==> src/rtl/alu_serial.sv <==
// ---------------------------------------------------------------------------
// alu_serial
//   Bit-serial ALU: one operand bit per clock, LSB first, through a single
//   full-adder slice and one carry flop. Valid/ready handshake on both sides.
//
//   Optional feature macro: ALU_FLAGS_EN adds the zf_o / nf_o / vf_o flag
//   outputs (zero, negative, signed overflow). Without it they are absent.
//
// Ports
//   clk_i        rising-edge clock
//   rst_i        synchronous active-high reset
//   in_valid_i   op/a/b/cin valid           in_ready_o   accepting (IDLE only)
//   op_i[3:0]    opcode                     a_i, b_i     operands
//   cin_i        carry-in (ADC/SBC)
//   out_valid_o  result valid (DONE)        out_ready_i  consumer takes result
//   y_o          result                     cout_o       carry-out (1 = no borrow)
//   zf_o/nf_o/vf_o   flags (ALU_FLAGS_EN only)
//
// States
//   IDLE | waiting for an operation, in_ready_o=1
//   RUN  | shifting WIDTH operand bits through the adder slice
//   DONE | result held on y_o/cout_o until out_ready_i
// ---------------------------------------------------------------------------
module alu_serial #(
    parameter int WIDTH = 16
) (
    input  logic             clk_i,
    input  logic             rst_i,
    input  logic             in_valid_i,
    output logic             in_ready_o,
    input  logic [3:0]       op_i,
    input  logic [WIDTH-1:0] a_i,
    input  logic [WIDTH-1:0] b_i,
    input  logic             cin_i,
    output logic             out_valid_o,
    input  logic             out_ready_i,
    output logic [WIDTH-1:0] y_o,
    output logic             cout_o
`ifdef ALU_FLAGS_EN
    ,
    output logic             zf_o,
    output logic             nf_o,
    output logic             vf_o
`endif
);

    localparam int CNT_W = $clog2(WIDTH + 1);

    localparam logic [1:0] S_IDLE = 2'd0;
    localparam logic [1:0] S_RUN  = 2'd1;
    localparam logic [1:0] S_DONE = 2'd2;

    logic [1:0]       state_q, state_d;
    logic [CNT_W-1:0] cnt_q, cnt_d;
    logic [WIDTH-1:0] a_sh_q, a_sh_d;
    logic [WIDTH-1:0] b_sh_q, b_sh_d;
    logic [WIDTH-1:0] y_sh_q, y_sh_d;
    logic [3:0]       op_q, op_d;
    logic             carry_q, carry_d;
    logic             cout_q, cout_d;

    logic is_arith, is_sub, a_bit, b_eff, sum_bit, carry_nxt, res_bit, last_bit;

    // Single full-adder slice plus the per-bit logic functions.
    always_comb begin
        is_arith  = (op_q[3:2] == 2'b00);
        is_sub    = op_q[1];                 // SUB/SBC feed ~b into the adder
        a_bit     = a_sh_q[0];
        b_eff     = b_sh_q[0] ^ is_sub;
        sum_bit   = a_bit ^ b_eff ^ carry_q;
        carry_nxt = (a_bit & b_eff) | (carry_q & (a_bit ^ b_eff));
        last_bit  = (cnt_q == CNT_W'(WIDTH - 1));
        case (op_q)
            4'd0, 4'd1, 4'd2, 4'd3: res_bit = sum_bit;
            4'd4:    res_bit = a_bit & b_sh_q[0];
            4'd5:    res_bit = a_bit | b_sh_q[0];
            4'd6:    res_bit = a_bit ^ b_sh_q[0];
            4'd7:    res_bit = ~(a_bit | b_sh_q[0]);
            4'd8:    res_bit = ~(a_bit & b_sh_q[0]);
            4'd9:    res_bit = ~a_bit;
            4'd10:   res_bit = b_sh_q[0];
            default: res_bit = 1'b0;
        endcase
    end

    always_comb begin
        state_d = state_q;
        cnt_d   = cnt_q;
        a_sh_d  = a_sh_q;
        b_sh_d  = b_sh_q;
        y_sh_d  = y_sh_q;
        op_d    = op_q;
        carry_d = carry_q;
        cout_d  = cout_q;
        case (state_q)
            S_IDLE: begin
                if (in_valid_i) begin
                    state_d = S_RUN;
                    cnt_d   = '0;
                    a_sh_d  = a_i;
                    b_sh_d  = b_i;
                    op_d    = op_i;
                    case (op_i)
                        4'd1, 4'd3: carry_d = cin_i;
                        4'd2:       carry_d = 1'b1;
                        default:    carry_d = 1'b0;
                    endcase
                end
            end
            S_RUN: begin
                a_sh_d  = {1'b0, a_sh_q[WIDTH-1:1]};
                b_sh_d  = {1'b0, b_sh_q[WIDTH-1:1]};
                y_sh_d  = {res_bit, y_sh_q[WIDTH-1:1]};
                cnt_d   = cnt_q + CNT_W'(1);
                carry_d = is_arith ? carry_nxt : carry_q;
                if (last_bit) begin
                    state_d = S_DONE;
                    cout_d  = is_arith ? carry_nxt : 1'b0;
                end
            end
            S_DONE: begin
                if (out_ready_i) begin
                    state_d = S_IDLE;
                end
            end
            default: state_d = S_IDLE;
        endcase
    end

    always_ff @(posedge clk_i) begin
        if (rst_i) begin
            state_q <= S_IDLE;
            cnt_q   <= '0;
            a_sh_q  <= '0;
            b_sh_q  <= '0;
            y_sh_q  <= '0;
            op_q    <= '0;
            carry_q <= 1'b0;
            cout_q  <= 1'b0;
        end else begin
            state_q <= state_d;
            cnt_q   <= cnt_d;
            a_sh_q  <= a_sh_d;
            b_sh_q  <= b_sh_d;
            y_sh_q  <= y_sh_d;
            op_q    <= op_d;
            carry_q <= carry_d;
            cout_q  <= cout_d;
        end
    end

    assign in_ready_o  = (state_q == S_IDLE);
    assign out_valid_o = (state_q == S_DONE);
    assign y_o         = y_sh_q;
    assign cout_o      = cout_q;

`ifdef ALU_FLAGS_EN
    logic zf_q, nf_q, vf_q;

    // Flags are captured from the final bit-cycle: vf compares the carry
    // entering the MSB slice with the carry leaving it.
    always_ff @(posedge clk_i) begin
        if (rst_i) begin
            zf_q <= 1'b0;
            nf_q <= 1'b0;
            vf_q <= 1'b0;
        end else if (state_q == S_RUN && last_bit) begin
            zf_q <= (y_sh_d == '0);
            nf_q <= res_bit;
            vf_q <= is_arith ? (carry_q ^ carry_nxt) : 1'b0;
        end
    end

    assign zf_o = zf_q;
    assign nf_o = nf_q;
    assign vf_o = vf_q;
`endif

endmodule

==> config.mk <==
export PLATFORM = sky130hd
export DESIGN_NAME = alu_serial
export DESIGN_NICKNAME = d
export VERILOG_FILES = /design/src/rtl/alu_serial.sv
export SDC_FILE = /design/constraint.sdc
export NUM_CORES = 1
export LEC_CHECK = 0
export ABC_AREA = 1
export BUFFER_PORTS_ARGS = -buffer_cell sky130_fd_sc_hd__buf_2
export CAP_MARGIN = 20
export CORE_UTILIZATION = 54
export CTS_CLUSTER_DIAMETER = 30
export CTS_CLUSTER_SIZE = 16
export DETAILED_ROUTE_END_ITERATION = 8
export PLACE_DENSITY = 0.8
export REMOVE_ABC_BUFFERS = 1
export SETUP_SLACK_MARGIN = 0.3
export SKIP_LAST_GASP = 1
export SYNTH_ARGS = -nofsm -noshare
export SYNTH_HDL_FRONTEND = slang
export SYNTH_SLANG_ARGS = --single-unit
==> constraint.sdc <==
create_clock -name clk_i -period 1.9 [get_ports clk_i]
set_input_delay 0.095 -clock clk_i [delete_from_list [all_inputs] [get_ports clk_i]]
set_output_delay 0.095 -clock clk_i [all_outputs]
set_load 0.01 [all_outputs]
Word-level counts from Yosys, hierarchy flattened
Index checks and enable logic that the tools add are counted.
- bits in registers: 61
- input port bits: 41
- output and inout bits: 19
- logic and storage cells: 68
- add/sub/neg operators: 1
- equality and inequality tests: 20
- mux-type cells: 16
- bitwise gates (word level): 12
- reduce and logical (&&, ||, !) cells: 11
- operators with widths (cell ; number):
    16-bit case mux with 2 select lines ; 2
    16-bit two-way mux ; 2
    4-bit by 2-bit equality test with 1-bit output (second input constant) ; 4
    4-bit by 3-bit equality test with 1-bit output (second input constant) ; 4
    4-bit equality test (second input constant) ; 3
    5-bit case mux with 2 select lines ; 1
    4-bit by 1-bit equality test with 1-bit output (second input constant) ; 2
    1-bit case mux with 8 select lines ; 1
    2-bit two-way mux ; 3
    2-bit inequality test (second input constant) ; 3
    2-bit case mux with 3 select lines ; 1
    2-bit AND reduction ; 3
    3-bit AND reduction ; 2
    5-bit by 1-bit adder with 5-bit output (second input constant) ; 1
    5-bit by 4-bit equality test with 1-bit output (second input constant) ; 1
    5-bit two-way mux ; 1
    2-bit logical NOT ; 2
    4-bit logical NOT ; 1
    1-bit case mux with 2 select lines ; 2
    4-bit OR reduction ; 1
    1-bit bitwise XOR ; 4
    1-bit bitwise AND ; 3
    1-bit two-way mux ; 3
    1-bit NOT ; 3
    6 further kinds ; 7

Depth between registers and ports, before layout
Gate-level depths: netlist of run 1.
- depth in word-level cells: 6
- depth in mapped cells: 10
- gate-level depth less buffers: 10

Worst setup path after synthesis of run 1
OpenSTA, ideal clock, no wires.
- kind: register -> register
- start point: register op_q[1]
- end point: register y_sh_q[15], in the netlist y_o[15]
- library setup time: 132 ps
- arrival time: 1298 ps
- required time: 1768 ps
- setup slack: 470 ps
- cell stages (with the launch flop): 9
- path buffers: 0
- clock period less this slack: 1430 ps
- path through: dfxtp_1 -> xor2_1 -> fa_1 -> nand2_1 -> nand2_1 -> nor2_1 -> nand2_1 -> nand2_1 -> a21oi_1
- cells in the longest elaborated chain, start to end: 4
- elaborated cells on any way between the ends: 16
- those cells by class: eq/ne (10); mux (1); bitwise (3); reduce/logical (2)
- ends and longest elaborated chain (element ; RTL line ; text):
    start, declared ; 58 ; logic [3:0] op_q, op_d;
    start signal, assigned ; 146 ; op_q <= op_d;
    1-bit bitwise XOR ; 69 ; b_eff = b_sh_q[0] ^ is_sub;
    1-bit bitwise XOR (2 in series) ; 70 ; sum_bit = a_bit ^ b_eff ^ carry_q;
    1-bit case mux with 8 select lines (*) ; 73 ; case (op_q)
    end signal, assigned ; 145 ; y_sh_q <= y_sh_d;
    end, declared ; 57 ; logic [WIDTH-1:0] y_sh_q, y_sh_d;
Mark *: on every way between the ends. The rest lies on a longest branch, timed or not.
A chain may end at the register's enable or synchronous reset.

Worst setup path after layout of run 1
- start point: register b_sh_q[0]
- end point: register y_sh_q[15], in the netlist y_o[15]
- cells in the longest elaborated chain, start to end: 4
- elaborated cells on any way between the ends: 9
- those cells by class: mux (1); bitwise (8)
- ends and longest elaborated chain (element ; RTL line ; text):
    start, declared ; 56 ; logic [WIDTH-1:0] b_sh_q, b_sh_d;
    start signal, assigned ; 144 ; b_sh_q <= b_sh_d;
    1-bit bitwise XOR ; 69 ;
    1-bit bitwise XOR (2 in series) ; 70 ;
    1-bit case mux with 8 select lines (*) ; 73 ;
Marked as above.

==> results of run 1 <==
==> sequential cells by signal, summed over array words and instances (netlist names) <==
register	flops
a_sh_q	16
b_sh_q	16
y_o	16
cnt_q	5
op_q	4
state_q	2
carry_q	1
cout_o	1
==> per-layer routing <==
metal  GRT usage  vias to the layer above  part of all wire
met1       0.260                     1176              0.46
met2       0.381                       55              0.48
met4      0.0808                        0            0.0099
met5           0                        -                 0
met3      0.0614                        6             0.047
li1            -                     1353                 -
==> final cells by class <==
cell class,instances,area (um2)
Inverter,48,188
Clock inverter,4,70.1
Clock buffer,12,155
Tap cell,70,87.6
Fill cell,434,1680
Timing Repair Buffer,66,402
Multi-Input combinational cell,254,1360
Sequential cell,61,1230
==> cells in the mapped netlist, types with 6 or more instances <==
cell type,n
a21oi_1,17
a21oi_2,30
buf_6,6
clkbuf_1,10
dfxtp_1,61
inv_1,46
nand2_1,56
nand3_1,8
nor2_1,45
o21ai_0,52
o21ai_1,30
==> worst paths after layout <==
kind | cells past startpoint | slack [ns] | start | endpoint
worst max-delay path | 8 | 0.38 | b_sh_q[0]$_SDFFE_PP0P_ | y_o[15]$_SDFFE_PP0P_
worst min-delay path | 3 | 0.04 | b_i[15] | b_sh_q[15]$_SDFFE_PP0P_
worst max register to register | 8 | 0.38 | b_sh_q[0]$_SDFFE_PP0P_ | y_o[15]$_SDFFE_PP0P_
worst min register to register | 2 | 0.45 | b_sh_q[8]$_SDFFE_PP0P_ | b_sh_q[8]$_SDFFE_PP0P_
==> what timing repair did <==
action                     in CTS  in global routing
pin swaps                       0                  1
gates resized for setup         1                  7
cloned                          0                  2
setup endpoints to repair       1                 23
==> power by group through the flow <==
stage,clock network [mW],logic [mW],registers [mW]
6_report,1.29,0.610,1.46
5_1_grt,1.37,0.687,1.47
4_1_cts,1.30,0.588,1.45
3_5_place_dp,0,0.579,1.48
3_3_place_gp,0,0.564,1.47
2_1_floorplan,0,0.382,1.48
==> critical path, cell delays in order, from the launching register on <==
cell	delay, ns
dfxtp_2	0.37
xor2_1	0.18
fa_1	0.44
nand2_1	0.08
nand2_1	0.05
nor2_1	0.09
nand2_1	0.06
nand2_1	0.08
a21oi_1	0.07
==> stage by stage <==
step | total power, mW | setup WS, ns | cells | hold slack [ns] | util
3_5_place_dp | 2.06 | 0.294 | 497 | 0.367 | 0.619
2_1_floorplan | 1.86 | -0.307 | 362 | 0.164 | -
4_1_cts | 3.34 | 0.321 | 513 | 0.0256 | 0.664
3_3_place_gp | 2.04 | 0.340 | 497 | 0.364 | 0.619
6_report | 3.36 | 0.380 | 515 | 0.0352 | 0.675
5_1_grt | 3.53 | 0.296 | 515 | 0.0184 | 0.675
==> kinds of logic after synthesis <==
kind of cell,after synthesis,share of synthesized area
fa+ha+maj,5,0.0238
buf+inv,71,0.132
compound gates,130,0.260
simple gates,117,0.168
flops,61,0.414
xor+xnor,1,0.00297
==> results.toml, run 1 <==
[outcome]
status = "finished, final reports clean"

[yosys]
netlist_instances = 385
synth-edff-count = 0
synth_top_area_frac = 0.414
synth_largest_area_cell = "dfxtp_1"
ys_ff_latch = 61
syn_area_per_cell_um2 = 7.66
synth.area.top_cells = "dfxtp_1, a21oi_2, o21ai_0, nand2_1, inv_1"
synth_cell_types = 25
synthArstFlopShare = 0
ys.flop_type = "dfxtp_1"
ys_warn_count = 0
syn_area_mm2 = 0.00295
synth_seq_area_share = 0.414

[global_routing]
antenna_found_initial = 0
grt_pass1_wl_um = 10200
grt_pass1_vias = 2300
grt-ovfl-total = 0
track_usage = 0.221
grt_max_degree = 52

[setup_path]
cp_max_fo = 4
arrival_ns = 1.74
start_kind = "flop"
end_kind = "flop"
worstPathRequired_ns = 2.12
crit_type = "reg2reg"

[final_layout]
design_area_mm2 = 0.00349
area_delta_synth_final_pct = 18.3
final_common_cell = "buf_2"
layout_common_cells = "buf_2, dfxtp_1, nand2_1"
diodes = 0
fin_nets = 486
drive_gt1_frac = 0.276

[sta]
fin_skew_ns = 0.00492
finalCriticalPeriod_ns = 1.52
finalHoldViolations = 0
slew_violations = 0
finalSetupViolations = 0
relSlewSlack = 0.827
rsz0062_at_grt = "false"
setup_tns_ns = 0
fmax_mhz = 658
worst_slew_pin_slew_ns = 0.259
min_period_over_period = 0.800

[power_and_ir_drop]
p_sw_frac = 0.273
switching_power_mw = 0.915
power_density_mw_per_mm2 = 962
p_leak_nw = 1.53
combPwrFrac = 0.182
ir_drop_v = 0.000494
power_frac_clock = 0.385
p_int_mw = 2.44
pwr-share-seq = 0.434

[place]
routabilityCongestion = 0.797
numPortBuffers = 59
dp_hpwl_um = 3800
place_area_mm2 = 0.00320

[floorplan]
row_count = 26
ioPinCount = 60
initial_core_util = 0.570
fp.dieW_um = 75.9
coreArea_mm2 = 0.00517
die-height_um = 75.9
die-area_mm2 = 0.00576

[clocking]
clkTransAtPathRegs_ns = 0.07
h-tree-depth = 3
ctsHoldBuffers = 0
clock-sinks = 61
tritoncts = "built"
cts_buffers = 9
clk_latency_ns = 0.33
cts-root-buf = "clkbuf_8"
post-cts-setup-buffer-count = 0
cts_buffer_depth = 2

[hold_path]
hp-class = "in2reg"

[detailed_routing]
dr.pass1.iters = 4
wl_per_cell_um = 11.9
drc = 0
ant_nets = 0
wirelength_um = 6150
via_per_inst = 5.03
drt-initial-drc-count = 148
vias = 2590

[flow_run]
drv_cap = 0
No activity file was read; power rests on OpenSTA's default activity.
==> run 2: changes to the inputs <==
ABC_AREA = 0   (was 1)
CORE_UTILIZATION = 53   (was 54)
PLACE_DENSITY = 0.79   (was 0.8)
clock period = 1.4 ns   (was 1.9 ns; I/O delays follow)
==> run 2 against run 1 <==
The flow now finishes with violations (negative setup slack). Utilization grew 27 points. Final cell count decreased by 1.9%. Critical path depth fell by 2. Sequential share of layout area is 7.8 points lower. Worst setup slack got worse by 0.75 ns. Worst hold slack got worse by 0.032 ns. Synthesized cell count down 12%. Sequential cell count did not move. Sequential power up 32%. Combinational power rose by 100%. Critical endpoint unchanged. Highest routed layer unchanged.
==> results.toml, run 2 <==
[floorplan]
fp.dieW_um = 72.8
row_count = 25
initial_core_util = 0.556
coreArea_mm2 = 0.00479
die-height_um = 72.8
die-area_mm2 = 0.00531
ioPinCount = 60

[clocking]
cts_buffers = 9
clock-sinks = 61
tritoncts = "built"
clkTransAtPathRegs_ns = 0.07
cts_buffer_depth = 2
cts-root-buf = "clkbuf_8"
clk_latency_ns = 0.35
h-tree-depth = 3

[yosys]
ys_warn_count = 0
yosys-top-cells-count = "nand2_1, dfxtp_1, nor2_1, a311oi_1, a21oi_1"
synth_cell_types = 35
synth_top_area_frac = 0.459
syn_area_per_cell_um2 = 7.82
ys.flop_type = "dfxtp_1"
synthArstFlopShare = 0
synth-edff-count = 0
syn_area_mm2 = 0.00266
ys_ff_latch = 61
synth_seq_area_share = 0.459
synth_most_common_cell = "nand2_1"
netlist_instances = 340
synth_largest_area_cell = "dfxtp_1"
synth.area.top_cells = "dfxtp_1, nand2_1, a311oi_1, nor2_1, a21oi_1"

[detailed_routing]
ant_nets = 0
wl_per_cell_um = 23.0
vias = 3269
drc = 0
wirelength_um = 11600
via_per_inst = 6.47
drt-initial-drc-count = 326
dr.pass1.iters = 7

[final_layout]
fillers = 130
area_delta_synth_final_pct = 69.8
final_common_cell = "buf_2"
layout_common_cells = "buf_2, nand2_1, dfxtp_1"
post-route-util = 0.944
diodes = 0
drive_gt1_frac = 0.523
fin_nets = 480

[global_routing]
grt-ovfl-total = 0
grt_pass1_vias = 2780
grt_pass1_wl_um = 14000
antenna_found_initial = 0
grt_max_degree = 46
track_usage = 0.361

[sta]
finalSetupViolations = 10
timing.final.ws_setup_ns = -0.375
min_period_over_period = 1.27
fin_skew_ns = 0.0100
setup_tns_ns = -0.965
finalCriticalPeriod_ns = 1.78
relSlewSlack = 0.586
worst_slew_pin_slew_ns = 0.621
rsz0062_at_grt = "true"
slew_violations = 0
finalHoldViolations = 0
fmax_mhz = 563
hold_ws_ns = 0.00281

[setup_path]
end_kind = "flop"
r2r_cells = 6
start_kind = "flop"
arrival_ns = 1.98
reg2reg_setup_slack_ns = -0.38
cp_max_fo = 2
crit_type = "reg2reg"
worstPathRequired_ns = 1.61

[place]
routabilityCongestion = 0.800
dp_hpwl_um = 3670
numPortBuffers = 59
pre_cts_ws_ns = -0.266

[hold_path]
hp-class = "in2reg"
min_path_cells = 3

[outcome]
status = "complete, but fails checks"
violations = "negative setup slack"

[flow_run]
drv_cap = 0

[power_and_ir_drop]
ir_drop_v = 0.000836
power_density_mw_per_mm2 = 1010
total_power_mw = 4.56
p_leak_nw = 2.00
run 2: cell count changes after synthesis, moves of 28 or more:
cell,delta
a21oi_2,-30
a311oi_1,+30
inv_1,-42
nand2_1,+48
o21ai_0,-52
o21ai_1,-28
run 2: cell families after synthesis:
family,synth area share
mux,0.00376
xor+xnor,0.00659
simple gates,0.263
flops,0.459
compound gates,0.183
buf+inv,0.0574
fa+ha+maj,0.0263
run 2: per-layer routing:
metal,vias up,GRT usage,wire [um]
li1,1360,-,-
met1,1556,0.438,4150
met4,0,0.185,732
met5,-,0,0
met3,77,0.0718,1060
met2,276,0.606,5680
run 2: final timing paths:
kind / start / end
min reg2reg: y_o[0]$_SDFFE_PP0P_ / y_o[0]$_SDFFE_PP0P_
max reg2reg: op_q[1]$_SDFFE_PP0P_ / y_o[15]$_SDFFE_PP0P_
max: op_q[1]$_SDFFE_PP0P_ / y_o[15]$_SDFFE_PP0P_
min: out_ready_i / state_q[1]$_SDFFE_PP0P_
run 2: worst max-delay path: stages, from the launching register on:
cell and delay [ns]:
dfxtp_2 0.35, xor2_1 0.20, fa_1 0.45, nor2_1 0.12
nor2_1 0.08, a221oi_2 0.33, o41ai_2 0.09
run 2: stage by stage:
stage | cells | instance area (um2)
3_5_place_dp | 451 | 3080
6_report | 505 | 4520
2_1_floorplan | 311 | 2520
3_3_place_gp | 451 | 3080
4_1_cts | 502 | 4130
5_1_grt | 505 | 4520
run 2: area by class of cell:
cell class | count | area, um2 | share of cell area
Sequential cell | 61 | 1240 | 0.274
Timing Repair Buffer | 112 | 1090 | 0.240
Inverter | 4 | 15.0 | 0.00332
Tap cell | 67 | 83.8 | 0.0186
Clock inverter | 2 | 10.0 | 0.00222
Clock buffer | 13 | 149 | 0.0330
Multi-Input combinational cell | 246 | 1940 | 0.429
run 2: report_power, final:
part	total [mW]	leakage (nW)	internal, mW	switching (mW)
combinational	1.22	1.41	0.573	0.645
sequential	1.93	0.503	1.85	0.0852
clock	1.41	0.0833	0.679	0.730
total	4.56	2.00	3.10	1.46
run 2: timing repair:
item,4_1_cts,5_1_grt
setup buffers,17,3
pin swaps,83,52
setup endpoints to repair,62,62
cloned,9,0
gates resized for setup,111,77
hold endpoints to repair,10,0
hold buffers,10,0
